$ cat src/rtl/id_ex_stage_pkg.sv
// Shared control encodings for the ID/EX pipeline register: ALU op codes,
// control-bit positions and the packed control word.
package id_ex_stage_pkg;

   localparam int unsigned REGW   = 5;
   localparam int unsigned ALUOPW = 5;
   localparam int unsigned CTRLW  = 6;

   // Bit positions inside the 6-bit control word {RegWrite, MemRead, MemWrite, ALUSrc, WDSel[1:0]}
   localparam int unsigned CTRL_REGWRITE = 5;
   localparam int unsigned CTRL_MEMREAD  = 4;
   localparam int unsigned CTRL_MEMWRITE = 3;
   localparam int unsigned CTRL_ALUSRC   = 2;
   localparam int unsigned CTRL_WDSEL    = 0;
   localparam int unsigned CTRL_WDSEL_W  = 2;

   typedef enum logic [ALUOPW-1:0] {
      ALU_ADD  = 5'd0,
      ALU_SUB  = 5'd1,
      ALU_AND  = 5'd2,
      ALU_OR   = 5'd3,
      ALU_XOR  = 5'd4,
      ALU_SLL  = 5'd5,
      ALU_SRL  = 5'd6,
      ALU_SRA  = 5'd7,
      ALU_SLT  = 5'd8,
      ALU_SLTU = 5'd9,
      ALU_LUI  = 5'd10
   } aluop_e;

   typedef struct packed {
      logic       reg_write;
      logic       mem_read;
      logic       mem_write;
      logic       alu_src;
      logic [1:0] wd_sel;
   } ctrl_t;

   function automatic logic is_load(input logic [CTRLW-1:0] ctrl);
      return ctrl[CTRL_MEMREAD];
   endfunction

endpackage

$ cat src/rtl/id_ex_stage_if.sv
// Decode-to-execute bundle: ID-side inputs, registered EX-side outputs,
// hazard stall and event counters.
interface id_ex_stage_if
   import id_ex_stage_pkg::*;
#(
   parameter int unsigned XLEN = 32,
   parameter int unsigned CNTW = 16
) ();

   logic              id_valid;
   logic [XLEN-1:0]   id_pc;
   logic [XLEN-1:0]   id_rd1;
   logic [XLEN-1:0]   id_rd2;
   logic [XLEN-1:0]   id_imm;
   logic [REGW-1:0]   id_rs1;
   logic [REGW-1:0]   id_rs2;
   logic [REGW-1:0]   id_rd;
   logic              id_use_rs1;
   logic              id_use_rs2;
   logic [ALUOPW-1:0] id_aluop;
   logic [CTRLW-1:0]  id_ctrl;
   logic              flush_i;

   logic              ex_valid;
   logic [XLEN-1:0]   ex_pc;
   logic [XLEN-1:0]   ex_rd1;
   logic [XLEN-1:0]   ex_rd2;
   logic [XLEN-1:0]   ex_imm;
   logic [REGW-1:0]   ex_rs1;
   logic [REGW-1:0]   ex_rs2;
   logic [REGW-1:0]   ex_rd;
   logic [ALUOPW-1:0] ex_aluop;
   logic [CTRLW-1:0]  ex_ctrl;
   logic              stall_o;
   logic [CNTW-1:0]   stall_cnt;
   logic [CNTW-1:0]   flush_cnt;

   modport master (
      output id_valid, id_pc, id_rd1, id_rd2, id_imm, id_rs1, id_rs2, id_rd,
             id_use_rs1, id_use_rs2, id_aluop, id_ctrl, flush_i,
      input  ex_valid, ex_pc, ex_rd1, ex_rd2, ex_imm, ex_rs1, ex_rs2, ex_rd,
             ex_aluop, ex_ctrl, stall_o, stall_cnt, flush_cnt
   );

   modport slave (
      input  id_valid, id_pc, id_rd1, id_rd2, id_imm, id_rs1, id_rs2, id_rd,
             id_use_rs1, id_use_rs2, id_aluop, id_ctrl, flush_i,
      output ex_valid, ex_pc, ex_rd1, ex_rd2, ex_imm, ex_rs1, ex_rs2, ex_rd,
             ex_aluop, ex_ctrl, stall_o, stall_cnt, flush_cnt
   );

endinterface

$ cat src/rtl/id_ex_stage_hazard_detect.sv
// Combinational load-use hazard detector: a load in EX whose destination is
// read by the instruction in ID forces a one-cycle stall, unless EX is flushing.
module hazard_detect
   import id_ex_stage_pkg::*;
(
   input  logic            id_valid,
   input  logic            id_use_rs1,
   input  logic            id_use_rs2,
   input  logic [REGW-1:0] id_rs1,
   input  logic [REGW-1:0] id_rs2,
   input  logic            ex_valid,
   input  logic            ex_mem_read,
   input  logic [REGW-1:0] ex_rd,
   input  logic            flush,
   output logic            stall
);

   logic rs1_hit;
   logic rs2_hit;

   assign rs1_hit = id_use_rs1 && (id_rs1 == ex_rd);
   assign rs2_hit = id_use_rs2 && (id_rs2 == ex_rd);

   // x0 never carries a produced value, so a load to x0 cannot cause a hazard
   assign stall = id_valid && ex_valid && ex_mem_read && (ex_rd != '0)
                  && (rs1_hit || rs2_hit) && !flush;

endmodule

$ cat src/rtl/id_ex_stage.sv
// ID/EX pipeline register with load-use stall generation, flush handling and
// saturating stall/flush event counters.
module id_ex_stage
   import id_ex_stage_pkg::*;
#(
   parameter int unsigned XLEN = 32,
   parameter int unsigned CNTW = 16
) (
   input  logic         clk,
   input  logic         rst,
   id_ex_stage_if.slave bus
);

   logic stall;
   logic bubble;

   hazard_detect u_hazard (
      .id_valid    (bus.id_valid),
      .id_use_rs1  (bus.id_use_rs1),
      .id_use_rs2  (bus.id_use_rs2),
      .id_rs1      (bus.id_rs1),
      .id_rs2      (bus.id_rs2),
      .ex_valid    (bus.ex_valid),
      .ex_mem_read (is_load(bus.ex_ctrl)),
      .ex_rd       (bus.ex_rd),
      .flush       (bus.flush_i),
      .stall       (stall)
   );

   assign bus.stall_o = stall;
   // Flush and stall both insert the same bubble; stall is already masked by flush
   assign bubble      = bus.flush_i || stall;

   // Pipeline register: datapath fields always follow ID, control is qualified
   always_ff @(posedge clk or posedge rst) begin
      if (rst) begin
         bus.ex_valid <= 1'b0;
         bus.ex_pc    <= XLEN'(0);
         bus.ex_rd1   <= XLEN'(0);
         bus.ex_rd2   <= XLEN'(0);
         bus.ex_imm   <= XLEN'(0);
         bus.ex_rs1   <= REGW'(0);
         bus.ex_rs2   <= REGW'(0);
         bus.ex_rd    <= REGW'(0);
         bus.ex_aluop <= ALUOPW'(0);
         bus.ex_ctrl  <= CTRLW'(0);
      end else begin
         bus.ex_pc  <= bus.id_pc;
         bus.ex_rd1 <= bus.id_rd1;
         bus.ex_rd2 <= bus.id_rd2;
         bus.ex_imm <= bus.id_imm;
         bus.ex_rs1 <= bus.id_rs1;
         bus.ex_rs2 <= bus.id_rs2;
         if (bubble) begin
            bus.ex_valid <= 1'b0;
            bus.ex_rd    <= REGW'(0);
            bus.ex_aluop <= ALUOPW'(0);
            bus.ex_ctrl  <= CTRLW'(0);
         end else begin
            bus.ex_valid <= bus.id_valid;
            bus.ex_rd    <= bus.id_rd;
            bus.ex_aluop <= bus.id_valid ? bus.id_aluop : ALUOPW'(0);
            bus.ex_ctrl  <= bus.id_valid ? bus.id_ctrl  : CTRLW'(0);
         end
      end
   end

   // Saturating event counters
   always_ff @(posedge clk or posedge rst) begin
      if (rst) begin
         bus.stall_cnt <= CNTW'(0);
         bus.flush_cnt <= CNTW'(0);
      end else begin
         if (stall && (bus.stall_cnt != '1)) begin
            bus.stall_cnt <= bus.stall_cnt + CNTW'(1);
         end
         if (bus.flush_i && (bus.flush_cnt != '1)) begin
            bus.flush_cnt <= bus.flush_cnt + CNTW'(1);
         end
      end
   end

endmodule

$ cat src/flat_wrapper.sv
// flat-port wrapper written by rule: the top's interface ports become plain ports
module id_ex_stage_flat import id_ex_stage_pkg::*;
#(
   parameter int unsigned XLEN = 32,
   parameter int unsigned CNTW = 16
)
  (clk, rst, bus_id_valid, bus_id_pc, bus_id_rd1, bus_id_rd2, bus_id_imm, bus_id_rs1, bus_id_rs2, bus_id_rd, bus_id_use_rs1, bus_id_use_rs2, bus_id_aluop, bus_id_ctrl, bus_flush_i, bus_ex_valid, bus_ex_pc, bus_ex_rd1, bus_ex_rd2, bus_ex_imm, bus_ex_rs1, bus_ex_rs2, bus_ex_rd, bus_ex_aluop, bus_ex_ctrl, bus_stall_o, bus_stall_cnt, bus_flush_cnt);
  id_ex_stage_if #(.XLEN(XLEN), .CNTW(CNTW)) bus_i ();
  input  logic clk;
  input  logic rst;
  input wire logic [$bits(bus_i.id_valid)-1:0] bus_id_valid;
  input wire logic [$bits(bus_i.id_pc)-1:0] bus_id_pc;
  input wire logic [$bits(bus_i.id_rd1)-1:0] bus_id_rd1;
  input wire logic [$bits(bus_i.id_rd2)-1:0] bus_id_rd2;
  input wire logic [$bits(bus_i.id_imm)-1:0] bus_id_imm;
  input wire logic [$bits(bus_i.id_rs1)-1:0] bus_id_rs1;
  input wire logic [$bits(bus_i.id_rs2)-1:0] bus_id_rs2;
  input wire logic [$bits(bus_i.id_rd)-1:0] bus_id_rd;
  input wire logic [$bits(bus_i.id_use_rs1)-1:0] bus_id_use_rs1;
  input wire logic [$bits(bus_i.id_use_rs2)-1:0] bus_id_use_rs2;
  input wire logic [$bits(bus_i.id_aluop)-1:0] bus_id_aluop;
  input wire logic [$bits(bus_i.id_ctrl)-1:0] bus_id_ctrl;
  input wire logic [$bits(bus_i.flush_i)-1:0] bus_flush_i;
  output wire logic [$bits(bus_i.ex_valid)-1:0] bus_ex_valid;
  output wire logic [$bits(bus_i.ex_pc)-1:0] bus_ex_pc;
  output wire logic [$bits(bus_i.ex_rd1)-1:0] bus_ex_rd1;
  output wire logic [$bits(bus_i.ex_rd2)-1:0] bus_ex_rd2;
  output wire logic [$bits(bus_i.ex_imm)-1:0] bus_ex_imm;
  output wire logic [$bits(bus_i.ex_rs1)-1:0] bus_ex_rs1;
  output wire logic [$bits(bus_i.ex_rs2)-1:0] bus_ex_rs2;
  output wire logic [$bits(bus_i.ex_rd)-1:0] bus_ex_rd;
  output wire logic [$bits(bus_i.ex_aluop)-1:0] bus_ex_aluop;
  output wire logic [$bits(bus_i.ex_ctrl)-1:0] bus_ex_ctrl;
  output wire logic [$bits(bus_i.stall_o)-1:0] bus_stall_o;
  output wire logic [$bits(bus_i.stall_cnt)-1:0] bus_stall_cnt;
  output wire logic [$bits(bus_i.flush_cnt)-1:0] bus_flush_cnt;
  assign bus_i.id_valid = bus_id_valid;
  assign bus_i.id_pc = bus_id_pc;
  assign bus_i.id_rd1 = bus_id_rd1;
  assign bus_i.id_rd2 = bus_id_rd2;
  assign bus_i.id_imm = bus_id_imm;
  assign bus_i.id_rs1 = bus_id_rs1;
  assign bus_i.id_rs2 = bus_id_rs2;
  assign bus_i.id_rd = bus_id_rd;
  assign bus_i.id_use_rs1 = bus_id_use_rs1;
  assign bus_i.id_use_rs2 = bus_id_use_rs2;
  assign bus_i.id_aluop = bus_id_aluop;
  assign bus_i.id_ctrl = bus_id_ctrl;
  assign bus_i.flush_i = bus_flush_i;
  assign bus_ex_valid = bus_i.ex_valid;
  assign bus_ex_pc = bus_i.ex_pc;
  assign bus_ex_rd1 = bus_i.ex_rd1;
  assign bus_ex_rd2 = bus_i.ex_rd2;
  assign bus_ex_imm = bus_i.ex_imm;
  assign bus_ex_rs1 = bus_i.ex_rs1;
  assign bus_ex_rs2 = bus_i.ex_rs2;
  assign bus_ex_rd = bus_i.ex_rd;
  assign bus_ex_aluop = bus_i.ex_aluop;
  assign bus_ex_ctrl = bus_i.ex_ctrl;
  assign bus_stall_o = bus_i.stall_o;
  assign bus_stall_cnt = bus_i.stall_cnt;
  assign bus_flush_cnt = bus_i.flush_cnt;
  id_ex_stage #(.XLEN(XLEN), .CNTW(CNTW)) u_core (.clk(clk), .rst(rst), .bus(bus_i));
endmodule
$ cat config.mk
export PLATFORM = sky130hd
export DESIGN_NAME = id_ex_stage_flat
export DESIGN_NICKNAME = d
export VERILOG_FILES = /design/src/rtl/id_ex_stage_pkg.sv /design/src/rtl/id_ex_stage_if.sv /design/src/rtl/id_ex_stage_hazard_detect.sv /design/src/rtl/id_ex_stage.sv /design/src/flat_wrapper.sv
export SDC_FILE = /design/constraint.sdc
export NUM_CORES = 1
export LEC_CHECK = 0
export CAP_MARGIN = 20
export CORE_AREA = 3 3 136 138
export DETAILED_ROUTE_END_ITERATION = 7
export DIE_AREA = 0 0 139 141
export PLACE_DENSITY_LB_ADDON = 0.15
export SYNTH_ARGS = -nofsm -noshare
export SYNTH_HDL_FRONTEND = slang
export SYNTH_HIERARCHICAL = 1
export SYNTH_SLANG_ARGS = --single-unit
$ cat constraint.sdc
create_clock -name clk -period 13.4 [get_ports clk]
set_input_delay 2.01 -clock clk [delete_from_list [all_inputs] [get_ports clk]]
set_output_delay 2.01 -clock clk [all_outputs]
set_load 0.02 [all_outputs]
==> flow_metrics.tcl <==
set metrics [dict create \
    outcome "finished, final reports clean" \
    avgRoutedWirePerCell_um 20.1 \
    clkTransAtPathRegs_ns 0.07 \
    core_area_mm2 0.0173 \
    crit_path_frequent_cell "clkdlybuf4s50_1" \
    synth_compound_area_share_pct 2.34 \
    p_total_mw 1.30 \
    antenna_left 0 \
    start_kind "input port" \
    via_per_inst 4.44 \
    fmax_mhz 147 \
    synth_xor_area_share_pct 5.15 \
    fin_skew_ns 0.00615 \
    rsz0062_at_grt "false" \
    finalNetCount 867 \
    synth_fa_ha_area_share_pct 0.433 \
    drt_iter0_drc 115 \
    r2r-start "u_core/bus.ex_rd[2]" \
    cts-hold-fix-buffers 0 \
    antenna_found_initial 5 \
    portBuffers 347 \
    cts_sinks 187 \
    critPathCapture "bus_stall_o" \
    synth_largest_area_cell "dfrtp_1" \
    slowest_stage "clkdlybuf4s50_1" \
    setup_viol 0 \
    clock_latency_ns 0.42 \
    crit_start "bus_id_rs1[2]" \
    ios 348 \
    yosys-top-cells-area "dfrtp_1, xor2_1, xnor2_1, and3_1, and2_1" \
    worstMarginPinSlew_ns 0.922 \
    yosys_warnings 6 \
    cp.arrival_ns 4.78 \
    start_util_pct 33.4 \
    cpPeakStageDelay_ns 0.76 \
    synth.distinct_cells 35 \
    drv_cap 0 \
    final_layout_size_suffix_gt1_share_pct 6.27 \
    num_rows 48 \
    ctsResizeCount 0 \
    first_pass_iters 4 \
    postSynth.asyncResetShare_pct 100 \
    crit_fanout 8 \
    syn-num-nets 503 \
    fin_crit_ns 6.79 \
    post_cts_buffers 0 \
    final_cells 944 \
    r2r_slack_ns 10.29 \
    cp_cell_sequence "clkdlybuf4s50_1 -> xor2_1 -> nor4_1 -> nand3_1 -> a221oi_2 -> clkdlybuf4s50_1" \
    die_x_um 139 \
    power_leakage_nw 4.35 \
    cts_tree "done" \
    seq_area_mm2 0.00468 \
    yosysMostFrequentCell "dfrtp_1" \
    post-route-period-util_pct 50.7 \
    die_area_mm2 0.0196 \
    htreeDepth 4 \
    grt_pass1_vias 4519 \
    crit_path_end_kind "primary output" \
    grt_pass1_wl_mm 27.8 \
    hold_slack_ns 0.500 \
    synthSimpleGateAreaFrac_pct 10.2 \
    hpwl_mm 15.2 \
    grt_max_degree 115 \
    multiInputGateArea_mm2 0.00107 \
    place_congestion 0.850 \
    synth_edf_count 0 \
    r2r_cells 8 \
    yosys-top-cells-count "dfrtp_1, xor2_1, and3_1, nand3_1, xnor2_1" \
    path_class "input port to primary output" \
    drc 0 \
    vias 4192 \
    hold_path.class "flop to flop" \
    synthMuxAreaShare_pct 0.390 \
    slew_viol_final 0 \
    clockBufferDepth 2 \
    hold_violations 0 \
    syn_area_mm2 0.00578 \
    syn_avg_cell_area_um2 16.9 \
    yosys_register_bits 187 \
    synth_top_cell_area_share_pct 81.0 \
    placed_area_mm2 0.00952 \
    routed_wl_mm 18.9 \
    finalSetupTns_ns 0 \
    maxSlewHeadroom_pct 38.5 \
    syn_to_final_growth_pct 75.2 \
    ir_worst_vdd_v 0.0000865 \
    cp.required_ns 11.39 \
    power_density_mw_per_mm2 128 \
    fin_area_mm2 0.0101 \
    synth_top_family_by_area "simple AND/OR/NAND/NOR gates" \
    grt_overflow_total 0 \
    place_inst 910 \
    grt_usage_pct 19.2 \
    synth_ff_type "dfrtp_1" \
    rr_endpoint "u_core/bus.stall_cnt[9]" \
    n_fill_cell 1377 \
    synth.yosys.seq_area_share_pct 81.0 \
    syn_inst 341 \
    fp.dieH_um 141 \
    cts_buffers 17 \
    cts_root_buffer "clkbuf_16" \
]
[area by class of cell]
class	instances	share of cell area (%)
inverters	2	0.124
repair buffers	349	34.7
clock inverters	11	1.06
diodes	1	0.0247
well taps	225	2.78
flip-flops and latches	187	46.2
multi-input cells	148	10.6
clock buffers	21	4.55
[how the worst min path moves through the flow]
stage	startpoint	to	cells after the start
2_1_floorplan	u_core/bus.flush_cnt[15]	u_core/bus.flush_cnt[15]	1
3_3_place_gp	u_core/bus.flush_cnt[15]	u_core/bus.flush_cnt[15]	1
3_5_place_dp	u_core/bus.flush_cnt[15]	u_core/bus.flush_cnt[15]	1
4_1_cts	u_core/bus.flush_cnt[15]	u_core/bus.flush_cnt[15]	1
5_1_grt	u_core/bus.flush_cnt[15]	u_core/bus.flush_cnt[15]	1
6_report	u_core/bus.flush_cnt[15]	u_core/bus.flush_cnt[15]	1
[flip-flops by register name, summed over array words and instances, names as in the netlist]
register	flops
u_core/bus.flush_cnt	16
u_core/bus.ex_valid	1
u_core/bus.ex_imm	32
u_core/bus.ex_pc	32
u_core/bus.ex_ctrl	6
u_core/bus.ex_rd1	32
u_core/bus.ex_aluop	5
u_core/bus.ex_rs2	5
u_core/bus.ex_rs1	5
u_core/bus.ex_rd2	32
u_core/bus.ex_rd	5
u_core/bus.stall_cnt	16
[worst max-delay path, delay by kind of cell]
| family | cells | cell delay [ns] |
|---|---|---|
| AND/OR/NAND/NOR | 2 | 0.73 |
| XOR/XNOR | 1 | 0.15 |
| buffers and inverters | 2 | 1.19 |
| AO/OA/AOI/OAI | 1 | 0.68 |
[where the power goes]
part	internal, mW	switching [mW]	leakage (nW)
combinational	0.111	0.0954	1.81
clock	0.254	0.221	0.275
sequential	0.597	0.0205	2.27
total	0.963	0.337	4.35
[routing by layer]
| layer | GRT usage (%) | part of all wire (%) |
|---|---|---|
| met1 | 20.6 | 35 |
| met2 | 34.2 | 53 |
| met3 | 7.90 | 8.8 |
| met4 | 7.11 | 2.5 |
| met5 | 0 | 0.23 |
[cell usage in the layout (no fill, tap or decap), types with 2 or more instances in the layout]
master           instances
a21oi_1                  7
and2_1                  11
and3_1                  15
and4_1                   4
clkbuf_1                 2
clkbuf_16               17
clkbuf_8                 2
clkdlybuf4s50_1        347
clkinv_4                 4
dfrtp_1                187
ha_1                     2
inv_6                    4
inv_8                    2
nand2_1                  9
nand3_1                 13
nand4_1                 10
nand4b_1                 2
nor2_1                  10
nor3_1                   9
nor4_1                   2
nor4_2                   3
o21ai_0                  2
xnor2_1                 13
xor2_1                  21
[logic make-up (layout without fill, tap and decap cells)]
group	count (synthesis)	count (layout)
fa+ha+maj	2	2
buf+inv	6	383
flops	187	187
simple gates	95	95
mux	2	2
other cells	0	1
compound gates	15	15
xor+xnor	34	34
[stage by stage]
stage,setup slack [ns],util [%]
after floorplan,6.30,-
after global placement,6.62,55.1
after detailed placement,6.55,55.1
after CTS,6.52,58.3
after global routing,6.44,58.5
final,6.61,58.5
(Power assumes the default switching activity.)
